==> config.mk <==
export PLATFORM = sky130hd
export DESIGN_NAME = fifo_rd_stream_flat
export DESIGN_NICKNAME = d
export VERILOG_FILES = /design/src/rtl/fifo_rd_stream_if.sv /design/src/rtl/fifo_rd_stream.sv /design/src/flat_wrapper.sv
export SDC_FILE = /design/constraint.sdc
export NUM_CORES = 1
export LEC_CHECK = 0
export BUFFER_PORTS_ARGS = -buffer_cell sky130_fd_sc_hd__buf_2
export CAP_MARGIN = 40
export CORE_MARGIN = 3
export CORE_UTILIZATION = 50
export CTS_CLUSTER_DIAMETER = 150
export CTS_CLUSTER_SIZE = 30
export DETAILED_ROUTE_END_ITERATION = 10
export GPL_ROUTABILITY_DRIVEN = 0
export GPL_TIMING_DRIVEN = 0
export PLACE_DENSITY = 0.77
export SYNTH_ARGS = -nofsm -noshare
export SYNTH_HDL_FRONTEND = slang
export SYNTH_SLANG_ARGS = --single-unit
==> constraint.sdc <==
create_clock -name clk_i -period 3.8 [get_ports clk_i]
set_input_delay 0.38 -clock clk_i [delete_from_list [all_inputs] [get_ports clk_i]]
set_output_delay 0.38 -clock clk_i [all_outputs]
set_load 0.03 [all_outputs]
==> src/rtl/fifo_rd_stream_if.sv <==
// fifo_rd_stream_if: FIFO read port plus outgoing valid/ready stream of fifo_rd_stream.
// Signal names keep the adapter's point of view (_o driven by the adapter, _i driven by its neighbours).
interface fifo_rd_stream_if #(
  parameter int unsigned WIDTH     = 8,
  parameter int unsigned LEN_WIDTH = 16
);
  logic                 fifo_rd_en_o;
  logic [WIDTH-1:0]     fifo_rd_data_i;
  logic                 fifo_rd_empty_i;
  logic                 out_valid_o;
  logic                 out_ready_i;
  logic [WIDTH-1:0]     out_data_o;
  logic                 out_last_o;
  logic [LEN_WIDTH-1:0] frame_len_i;

  // Adapter side
  modport master (
    output fifo_rd_en_o,
    input  fifo_rd_data_i,
    input  fifo_rd_empty_i,
    output out_valid_o,
    input  out_ready_i,
    output out_data_o,
    output out_last_o,
    input  frame_len_i
  );

  // Environment side: upstream FIFO and downstream sink
  modport slave (
    input  fifo_rd_en_o,
    output fifo_rd_data_i,
    output fifo_rd_empty_i,
    input  out_valid_o,
    output out_ready_i,
    input  out_data_o,
    input  out_last_o,
    output frame_len_i
  );
endinterface

==> src/rtl/fifo_rd_stream.sv <==
// fifo_rd_stream: drains a registered-read FIFO into a valid/ready stream through a
// 3-entry skid buffer, sustaining one word per cycle into a ready sink.
// Optional frame marking (out_last_o) is built when FIFO_RD_STREAM_LAST_EN is defined.
module fifo_rd_stream #(
  parameter int unsigned WIDTH     = 8,
  parameter int unsigned LEN_WIDTH = 16
) (
  input  logic             clk_i,
  input  logic             rst_n_i,
  fifo_rd_stream_if.master bus
);

  localparam int unsigned DEPTH = 3;
  localparam int unsigned PTR_W = 2;
  localparam int unsigned LVL_W = 3;

  logic [PTR_W-1:0] rd_ptr_q, rd_ptr_d;
  logic [PTR_W-1:0] wr_ptr_q, wr_ptr_d;
  logic [PTR_W-1:0] occ_q, occ_d;
  logic             inflight_q, inflight_d;
  logic [WIDTH-1:0] mem_q [DEPTH];
  logic [WIDTH-1:0] mem_d [DEPTH];

  logic [LVL_W-1:0] level_c;
  logic             capture_c;
  logic             pop_c;

  function automatic logic [PTR_W-1:0] ptr_inc(input logic [PTR_W-1:0] p);
    return (p == PTR_W'(DEPTH - 1)) ? '0 : p + PTR_W'(1);
  endfunction

  // Words held plus the one in flight; reads stop once that reaches DEPTH
  assign level_c   = LVL_W'(occ_q) + LVL_W'(inflight_q);
  assign capture_c = inflight_q;
  assign pop_c     = bus.out_valid_o & bus.out_ready_i;

  assign bus.fifo_rd_en_o = rst_n_i & ~bus.fifo_rd_empty_i & (level_c < LVL_W'(DEPTH));
  assign bus.out_valid_o  = (occ_q != '0);
  assign bus.out_data_o   = mem_q[rd_ptr_q];

  // Buffer write, pointer and occupancy update
  always_comb begin
    rd_ptr_d   = rd_ptr_q;
    wr_ptr_d   = wr_ptr_q;
    occ_d      = occ_q;
    inflight_d = bus.fifo_rd_en_o;
    for (int i = 0; i < int'(DEPTH); i++) mem_d[i] = mem_q[i];
    if (capture_c) begin
      mem_d[wr_ptr_q] = bus.fifo_rd_data_i;
      wr_ptr_d        = ptr_inc(wr_ptr_q);
    end
    if (pop_c) rd_ptr_d = ptr_inc(rd_ptr_q);
    occ_d = occ_q + PTR_W'(capture_c) - PTR_W'(pop_c);
  end

  // Buffer state registers
  always_ff @(posedge clk_i or negedge rst_n_i) begin
    if (!rst_n_i) begin
      rd_ptr_q   <= '0;
      wr_ptr_q   <= '0;
      occ_q      <= '0;
      inflight_q <= 1'b0;
      for (int i = 0; i < int'(DEPTH); i++) mem_q[i] <= '0;
    end else begin
      rd_ptr_q   <= rd_ptr_d;
      wr_ptr_q   <= wr_ptr_d;
      occ_q      <= occ_d;
      inflight_q <= inflight_d;
      for (int i = 0; i < int'(DEPTH); i++) mem_q[i] <= mem_d[i];
    end
  end

`ifdef FIFO_RD_STREAM_LAST_EN
  logic [LEN_WIDTH-1:0] beat_cnt_q, beat_cnt_d;
  logic                 last_c;

  assign last_c = bus.out_valid_o & (bus.frame_len_i != '0) &
                  (beat_cnt_q == bus.frame_len_i - LEN_WIDTH'(1));
  assign bus.out_last_o = last_c;

  // Beat counter: counts pops, restarts after the last beat of a frame
  always_comb begin
    beat_cnt_d = beat_cnt_q;
    if (pop_c) beat_cnt_d = last_c ? '0 : beat_cnt_q + LEN_WIDTH'(1);
  end

  // Beat counter register
  always_ff @(posedge clk_i or negedge rst_n_i) begin
    if (!rst_n_i) beat_cnt_q <= '0;
    else          beat_cnt_q <= beat_cnt_d;
  end
`else
  logic unused_frame_len;

  assign unused_frame_len = ^bus.frame_len_i;
  assign bus.out_last_o   = 1'b0;
`endif

endmodule

==> src/flat_wrapper.sv <==
// flat-port wrapper written by rule: the top's interface ports become plain ports
module fifo_rd_stream_flat 
#(
  parameter int unsigned WIDTH     = 8,
  parameter int unsigned LEN_WIDTH = 16
)
  (clk_i, rst_n_i, bus_fifo_rd_en_o, bus_fifo_rd_data_i, bus_fifo_rd_empty_i, bus_out_valid_o, bus_out_ready_i, bus_out_data_o, bus_out_last_o, bus_frame_len_i);
  fifo_rd_stream_if #(.WIDTH(WIDTH), .LEN_WIDTH(LEN_WIDTH)) bus_i ();
  input  logic clk_i;
  input  logic rst_n_i;
  output wire logic [$bits(bus_i.fifo_rd_en_o)-1:0] bus_fifo_rd_en_o;
  input wire logic [$bits(bus_i.fifo_rd_data_i)-1:0] bus_fifo_rd_data_i;
  input wire logic [$bits(bus_i.fifo_rd_empty_i)-1:0] bus_fifo_rd_empty_i;
  output wire logic [$bits(bus_i.out_valid_o)-1:0] bus_out_valid_o;
  input wire logic [$bits(bus_i.out_ready_i)-1:0] bus_out_ready_i;
  output wire logic [$bits(bus_i.out_data_o)-1:0] bus_out_data_o;
  output wire logic [$bits(bus_i.out_last_o)-1:0] bus_out_last_o;
  input wire logic [$bits(bus_i.frame_len_i)-1:0] bus_frame_len_i;
  assign bus_fifo_rd_en_o = bus_i.fifo_rd_en_o;
  assign bus_i.fifo_rd_data_i = bus_fifo_rd_data_i;
  assign bus_i.fifo_rd_empty_i = bus_fifo_rd_empty_i;
  assign bus_out_valid_o = bus_i.out_valid_o;
  assign bus_i.out_ready_i = bus_out_ready_i;
  assign bus_out_data_o = bus_i.out_data_o;
  assign bus_out_last_o = bus_i.out_last_o;
  assign bus_i.frame_len_i = bus_frame_len_i;
  fifo_rd_stream #(.WIDTH(WIDTH), .LEN_WIDTH(LEN_WIDTH)) u_core (.clk_i(clk_i), .rst_n_i(rst_n_i), .bus(bus_i));
endmodule
# ---- Word-level counts from Yosys, hierarchy flattened
# Cells that the tools add are included.
dict set report op_classes {
  addsub 5
  n_eq_ne 2
  magnitude_cmp 4
  reduce_logical 2
  muxes 8
  n_bitwise 6
}
# op n
set op_table {}
lappend op_table {{$bwmux 24} 1}
lappend op_table {{$mux 8} 3}
lappend op_table {{$bmux 8 s2} 1}
lappend op_table {{$demux 8 s2} 1}
lappend op_table {{$ge 3x3->1 const B} 2}
lappend op_table {{$not 2->3} 2}
lappend op_table {{$add 2x1->2 const B} 2}
lappend op_table {{$eq 2x2->1 const B} 2}
lappend op_table {{$mux 2} 2}
lappend op_table {{$add 2x1->3} 1}
lappend op_table {{$and 1x1->1} 3}
lappend op_table {{$lt 3x1->1 const B} 1}
lappend op_table {{$lt 3x2->1 const B} 1}
lappend op_table {{$add 2x1->2} 1}
lappend op_table {{$reduce_bool 2->1} 1}
lappend op_table {{$sub 2x1->2} 1}
lappend op_table {{$logic_and 1x1->1} 1}
lappend op_table {{$not 1->1} 1}
dict set report word_totals {
  elab_cells 34
  in_bits 28
  output_inout_bits 11
  regBits 31
}

# ---- Longest topological paths before layout
# Gate-level depths: netlist (run 1).
dict set report depth {
  word_depth 6
  depth_mapped 7
  ltp_nobuf 7
}

# ---- Worst setup path before layout (run 1)
# Ideal clock, no wire load.
dict set report synth_path {
  kind {reg-to-output}
  start {reg u_core.inflight_q (netlist: u_core.capture_c)}
  end {out bus_fifo_rd_en_o}
  n_path_buf 0
  required_time_ns 3.420
  setup_slack_ns 0.845
  t_arrival_ns 2.575
  path_stages_with_launch 4
  cell_sequence {dfrtp_1 ha_1 ha_1 a2111oi_0}
}
dict set report synth_via {
  elab_chain_len 3
}
# item line
set synth_rtl {}
lappend synth_rtl {{start: declaration} fifo_rd_stream.sv:20} ;# logic inflight_q, inflight_d;
lappend synth_rtl {{start signal: assignment} fifo_rd_stream.sv:68} ;# inflight_q <= inflight_d;
lappend synth_rtl {{$add 2x1->3} fifo_rd_stream.sv:33} ;# assign level_c = LVL_W'(occ_q) + LVL_W'(inflight_q);
lappend synth_rtl {{$lt 3x2->1} fifo_rd_stream.sv:37} ;# assign bus.fifo_rd_en_o = rst_n_i & ~bus.fifo_rd_empty_i & (level_c < LVL_W'(DEPTH));
lappend synth_rtl {{$and 1x1->1} fifo_rd_stream.sv:37}
lappend synth_rtl {{end: declaration} flat_wrapper.sv:11} ;# output wire logic [$bits(bus_i.fifo_rd_en_o)-1:0] bus_fifo_rd_en_o;
# Every way passes these cells.

# ---- Final worst setup path (run 1)
# Same ends and word-level chain as after synthesis.

==> results of run 1 <==
cell type report:
| type | instances | area, um^2 |
|---|---|---|
| flip-flops and latches | 31 | 776 |
| inverters | 6 | 22.5 |
| multi-input cells | 59 | 594 |
| repair buffers | 21 | 105 |
| fillers | 215 | 978 |
| well taps | 30 | 37.5 |
| plain buffers | 4 | 20.0 |
| clock inverters | 1 | 5.00 |
| clock buffers | 6 | 51.3 |
critical path: cells and delay by family, from the launching register on:
family	cells	cell delay (ns)
compound gates	1	0.53
fa+ha+maj	2	0.50
flops	1	0.46
buf+inv	1	0.30
synth_stat cells:
library cell  instances
inv_1                 6
o21ai_0               2
nor2b_1               1
mux2_2               26
xnor2_1               2
buf_2                 1
o2bb2ai_1             8
nand3b_2              1
nor3b_4               1
nand3b_1              1
clkbuf_1              2
ha_1                  4
a21o_1                1
conb_1                1
dfrtp_1              31
buf_4                 1
nor2_1                1
a2111oi_0             1
mux2i_1               8
or2_2                 1
power by group:
| part | switching, mW | internal (mW) |
|---|---|---|
| sequential | 0.0960 | 0.495 |
| combinational | 0.379 | 0.305 |
| clock | 0.106 | 0.0856 |
layer usage:
metal  vias up  part of all wire [%]
met3         2                   5.3
met2        20                    47
li1        410                     -
met5         -                     0
met4         0                  0.68
met1       412                    47
flip-flops by register name (all words and copies together), names as in the netlist:
| register | count |
|---|---|
| u_core.wr_ptr_q | 2 |
| u_core.rd_ptr_q | 2 |
| u_core.mem_q | 24 |
| u_core.capture_c | 1 |
| u_core.occ_q | 2 |
how the worst min path moves through the flow:
stage / slack (ns) / cells past startpoint / startpoint / endpoint
2_1_floorplan: 0.08 / 0 / rst_n_i / u_core.capture_c
3_3_place_gp: 0.45 / 1 / rst_n_i / u_core.capture_c
3_5_place_dp: 0.46 / 1 / rst_n_i / u_core.capture_c
4_1_cts: 0.10 / 1 / rst_n_i / u_core.occ_q[1]
5_1_grt: 0.11 / 1 / rst_n_i / u_core.occ_q[1]
6_report: 0.09 / 1 / rst_n_i / u_core.capture_c
logic make-up (layout without fill, tap and decap cells):
kind of cell    Yosys count  after routing  synth area share, %
compound gates           12             12                 6.82
xor+xnor                  2              2                 1.24
fa+ha+maj                 4              4                 3.54
buf+inv                  10             38                 3.01
flops                    31             31                 54.9
mux                      34             34                 26.4
other cells               1              1                0.265
simple gates              6              6                 3.81
through the flow:
step	util [%]	hold slack [ns]	worst slack, ns
5_1_grt	62.2	0.110	1.17
6_report	62.2	0.0912	1.31
4_1_cts	62.2	0.101	1.28
2_1_floorplan	-	0.0844	0.845
3_3_place_gp	60.0	0.449	1.65
3_5_place_dp	60.0	0.463	1.57
==> results.ini, run 1 <==
[run_status]
outcome=finished, final reports clean

[die]
start_util_pct=54.5
num_rows=18
coreArea_mm2=0.00259
die_width_um=59.2
die_h_um=59.2
die_area_mm2=0.00350
io_pins=39

[routing]
drtIter0Drc=16
vias_per_cell=5.34
drc=0
drt-pass1-iter-count=4
ant_nets=0
drt-total-wl_mm=2.34
via_count=844
wl_per_cell_um=14.8

[layout]
layout_commonest_cell=dfrtp_1
most-common-layout-cells=dfrtp_1 (31), mux2_2 (26), buf_2 (22), mux2i_1 (8), o2bb2ai_1 (8)
instances_no_fill=158
syn_to_final_growth_pct=14.1
nets=160
n_antenna_cell=0
stdcell_area_mm2=0.00161
drive_gt1_share_pct=46.1

[setup_path]
crit_path_start_kind=flop
ff2ff_setup_slack_ns=2.08
cp.arrival_ns=2.11
r2r_cells=7
crit_top_cell=ha_1
setup.worst_path.class=flop to primary output
cp_max_fo=7
cp.required_ns=3.42
worstReg2RegEnd=u_core.occ_q[1]
cp_cell_sequence=ha_1, ha_1, a2111oi_0, buf_2
crit_end=bus_fifo_rd_en_o
crit_start=u_core.capture_c
max_stage_delay_ns=0.53
r2r-start=u_core.occ_q[1]
setup.worst_path.end_class=primary output
slowest_stage=a2111oi_0

[place]
hpwl_mm=1.60
io_buffers=21
placedCellCount=151
place_area_mm2=0.00156

[global_routing]
grt_max_degree=33
grtUsageMet1_pct=20.1
overflow=0
grt_use_met3_pct=6.54
top_usage_layer=met2
grt_antenna_before_repair=0
grt_pass1_vias=852
met2_usage_pct=24.0
grt_util_all_layers_pct=15.9
grt_pass1_wl_mm=3.95

[clock_network]
cts_made_buffers=5
hold_buffers=0
clk_pin_slew_worst_paths_ns=0.09
cts_setup_buffers=0
insertion_delay_ns=0.32
cts_resized=0
cts_tree=done
htreeDepth=2
cts_sinks=31
clk_path_buf_depth=2
cts_root_buffer=clkbuf_4

[synth]
syn_inst=100
synth.area.top_cells=dfrtp_1 (55%), mux2_2 (21%), mux2i_1 (5.7%)
synth.distinct_cells=20
synth-seq-area-share_pct=54.9
synth_top_area_share_pct=54.9
netlist_area_mm2=0.00141
yosysWarnings=0
synth_area_per_cell_um2=14.1
ys_ff_latch=31
synth_area_leader_cell=dfrtp_1
syn_nets=132

[sta]
fin_crit_sh_pct=65.5
maxSlewHeadroom_pct=54.2
finClkSkew_ns=0.00295
max_freq_ghz=0.401
final-hold-violation-count=0
fin_setup_tns_ns=0
final_max_slew_viol_count=0
rsz0062_at_grt=false
finalSetupViolations=0
tightestPinTransition_ns=0.686
post-route-min-period_ns=2.49

[job]
cap_violations=0

[power_and_ir_drop]
power.leakage_nw=0.752
vdd_drop_max_mv=0.604
power_density_mw_per_mm2=909
total_power_mw=1.47

[worst_hold_path]
min_path_type=input port to asynchronous set/reset pin

(Power assumes the default switching activity.)
==> run 2, diff against run 1 <==
--- a/config.mk
+++ b/config.mk
@@ -5,6 +5,7 @@
 export SDC_FILE = /design/constraint.sdc
 export NUM_CORES = 1
 export LEC_CHECK = 0
+export ABC_AREA = 1
 export BUFFER_PORTS_ARGS = -buffer_cell sky130_fd_sc_hd__buf_2
 export CAP_MARGIN = 40
 export CORE_MARGIN = 3
@@ -14,7 +15,7 @@
 export DETAILED_ROUTE_END_ITERATION = 10
 export GPL_ROUTABILITY_DRIVEN = 0
 export GPL_TIMING_DRIVEN = 0
-export PLACE_DENSITY = 0.77
+export PLACE_DENSITY = 0.76
 export SYNTH_ARGS = -nofsm -noshare
 export SYNTH_HDL_FRONTEND = slang
 export SYNTH_SLANG_ARGS = --single-unit
==> constraint.sdc (replaced) <==
create_clock -name clk_i -period 2.6 [get_ports clk_i]
set_input_delay 0.26 -clock clk_i [delete_from_list [all_inputs] [get_ports clk_i]]
set_output_delay 0.26 -clock clk_i [all_outputs]
set_load 0.03 [all_outputs]
==> results.ini, run 2 <==
[run_status]
outcome=finished, final reports clean

[synth]
synth-edff-count=0  ; unchanged
synth.distinct_cells=19  ; -5.0%
ys_ff_latch=31  ; unchanged
syn_nets=215  ; +63%
synthTopCellsByCount=nand2_1 (76), nand3_1 (35), dfrtp_1 (31)
syn_inst=183  ; +83%
synth_top_flop_cell=dfrtp_1
synth_area_per_cell_um2=8.36  ; -41%
synth_top_area_share_pct=50.7  ; -4.2 points
synth_area_leader_cell=dfrtp_1
synth.area.top_cells=dfrtp_1 (51%), nand2_1 (19%), nand3_1 (11%)
synth-seq-area-share_pct=50.7  ; -4.2 points
synth_most_common_cell=nand2_1
netlist_area_mm2=0.00153  ; +8.3%
async_flop_share_pct=100  ; unchanged
yosysWarnings=0  ; unchanged

[worst_hold_path]
min_delay_path_depth=2
hold_path_startpoint=bus_fifo_rd_empty_i
hold-path-endpoint=u_core.capture_c
min_path_type=input port to flop

[place]
io_buffers=21  ; unchanged
placedCellCount=235  ; +56%
hpwl_mm=2.33  ; +45%

[sta]
fin_setup_tns_ns=0  ; unchanged
finalSetupViolations=0  ; unchanged
maxSlewHeadroom_pct=53.2  ; -1.1 points
final-hold-violation-count=0  ; unchanged
final_max_slew_viol_count=0  ; unchanged
post-route-min-period_ns=2.12
tightestPinTransition_ns=0.703  ; +0.0163 ns
fin_crit_sh_pct=81.6
rsz0062_at_grt=false
max_freq_ghz=0.472
finClkSkew_ns=0.00754  ; +0.00458 ns

[layout]
seqCellArea_um2=776  ; unchanged
instances_no_fill=244  ; +54%
top_register=u_core.mem_q
largest_reg_flops=24  ; unchanged
most-common-layout-cells=nand2_1 (76), nand3_1 (35), dfrtp_1 (31), buf_2 (23), nand4_1 (8)
layout_commonest_cell=nand2_1
drive_gt1_share_pct=19.7  ; -26 points
n_antenna_cell=0  ; unchanged
syn_to_final_growth_pct=13.3
fillers=262  ; +22%
multi_input_area_um2=666  ; +12%
nets=244  ; +53%

[routing]
vias_per_cell=5.59  ; +4.7%
ant_nets=0  ; unchanged
via_count=1365  ; +62%
drtIter0Drc=95  ; +79
drt-pass1-iter-count=4  ; unchanged
drc=0  ; unchanged
drt-total-wl_mm=3.54  ; +51%
wl_per_cell_um=14.5  ; -2.2%

[global_routing]
grt_pass1_wl_mm=5.91  ; +50%
grt_util_all_layers_pct=22.8  ; +6.9 points
grt_pass1_vias=1318  ; +55%
grt_max_degree=33  ; unchanged
grt_antenna_before_repair=0  ; unchanged
overflow=0  ; unchanged

[setup_path]
setup.worst_path.end_class=primary output
cp.required_ns=2.34  ; -1.08 ns
ff2ff_setup_slack_ns=1.12  ; -0.96 ns
r2r-start=u_core.occ_q[1]
worstReg2RegEnd=u_core.occ_q[1]
setup.worst_path.class=input port to primary output
r2r_cells=10  ; +3
cp.arrival_ns=1.86  ; -0.25 ns
crit_path_start_kind=input port
cp_max_fo=32  ; +25

[die]
start_util_pct=54.1  ; -0.45 points
die_area_mm2=0.00376  ; +7.5%
io_pins=39  ; unchanged
die_width_um=61.3  ; +3.7%
coreArea_mm2=0.00283  ; +9.2%
num_rows=19  ; +1
die_h_um=61.3  ; +3.7%

[clock_network]
cts_sinks=31  ; unchanged
clk_pin_slew_worst_paths_ns=0.10  ; about the same
insertion_delay_ns=0.34  ; +0.02 ns
cts_root_buffer=clkbuf_4
cts_resized=0  ; unchanged
cts_tree=done
hold_buffers=1  ; +1
cts_setup_buffers=0  ; unchanged
cts_made_buffers=5  ; unchanged
clk_path_buf_depth=2  ; unchanged
htreeDepth=2  ; unchanged

[power_and_ir_drop]
vdd_drop_max_mv=0.622  ; +2.9%
power_density_mw_per_mm2=1330  ; +46%
power.leakage_nw=0.934  ; +24%

[job]
cap_violations=0  ; unchanged

## run 2: cell types whose count changed in the layout (fill, tap and decap cells not counted), moves of 3 or more
cell	delta
buf_6	+3
nand2_1	+76
o2bb2ai_1	-8
mux2i_1	-8
nand4_1	+8
mux2_2	-26
nand3_1	+35
## run 2: kinds of logic after synthesis
logic type | Yosys count | share of synthesized area, %
compound gates | 2 | 0.654
fa+ha+maj | 4 | 3.27
buf+inv | 16 | 5.81
flops | 31 | 50.7
other cells | 1 | 0.245
simple gates | 129 | 39.3
## run 2: per-layer routing
metal  track usage, %  up-vias  wire length (um)
met4             16.1        0               112
met1             28.9      635              1490
li1                 -      659                 -
met2             33.7       62              1650
met3             5.87        9               291
met5                0        -                 0
## run 2: how the worst max path moves through the flow
stage	end	slack (ns)	depth (start not counted)	from
floorplan	bus_fifo_rd_en_o	0.85	5	u_core.capture_c
global placement	bus_fifo_rd_en_o	0.92	6	u_core.capture_c
detailed placement	bus_fifo_rd_en_o	0.88	6	u_core.capture_c
CTS	bus_fifo_rd_en_o	0.42	5	rst_n_i
global route	bus_fifo_rd_en_o	0.27	5	rst_n_i
finish	bus_fifo_rd_en_o	0.48	5	rst_n_i
## run 2: worst max-delay path: stages
cell           delay [ns]
dlygate4sd3_1        0.52
buf_2                0.56
nand3b_1             0.15
nor2_1               0.14
buf_2                0.21
## run 2: final cells by class
type,count,share of cell area (%)
Timing Repair Buffer,22,6.64
Buffer,6,2.96
Sequential cell,31,44.7
Inverter,10,2.16
Multi-Input combinational cell,136,38.4
Clock buffer,7,2.60
Clock inverter,1,0.289
Tap cell,31,2.24
## run 2: power by group
| group | internal [mW] | total [mW] | switching, mW | leakage [nW] |
|---|---|---|---|---|
| Clock | 0.105 | 0.273 | 0.168 | 0.0293 |
| Sequential | 0.717 | 0.876 | 0.159 | 0.378 |
| Combinational | 0.363 | 1.15 | 0.791 | 0.527 |
| Total | 1.19 | 2.30 | 1.12 | 0.934 |
## run 2: through the flow
step | util [%] | cell area [um^2] | total power [mW] | hold WS, ns | setup slack, ns
2_1_floorplan | - | 1530 | 1.71 | -0.0356 | 0.855
3_3_place_gp | 59.2 | 1670 | 2.00 | 0.340 | 0.918
3_5_place_dp | 59.2 | 1670 | 2.04 | 0.349 | 0.880
4_1_cts | 61.3 | 1730 | 2.32 | 0.0425 | 0.422
5_1_grt | 61.3 | 1730 | 2.51 | 0.0481 | 0.273
6_report | 61.3 | 1730 | 2.30 | 0.0633 | 0.480
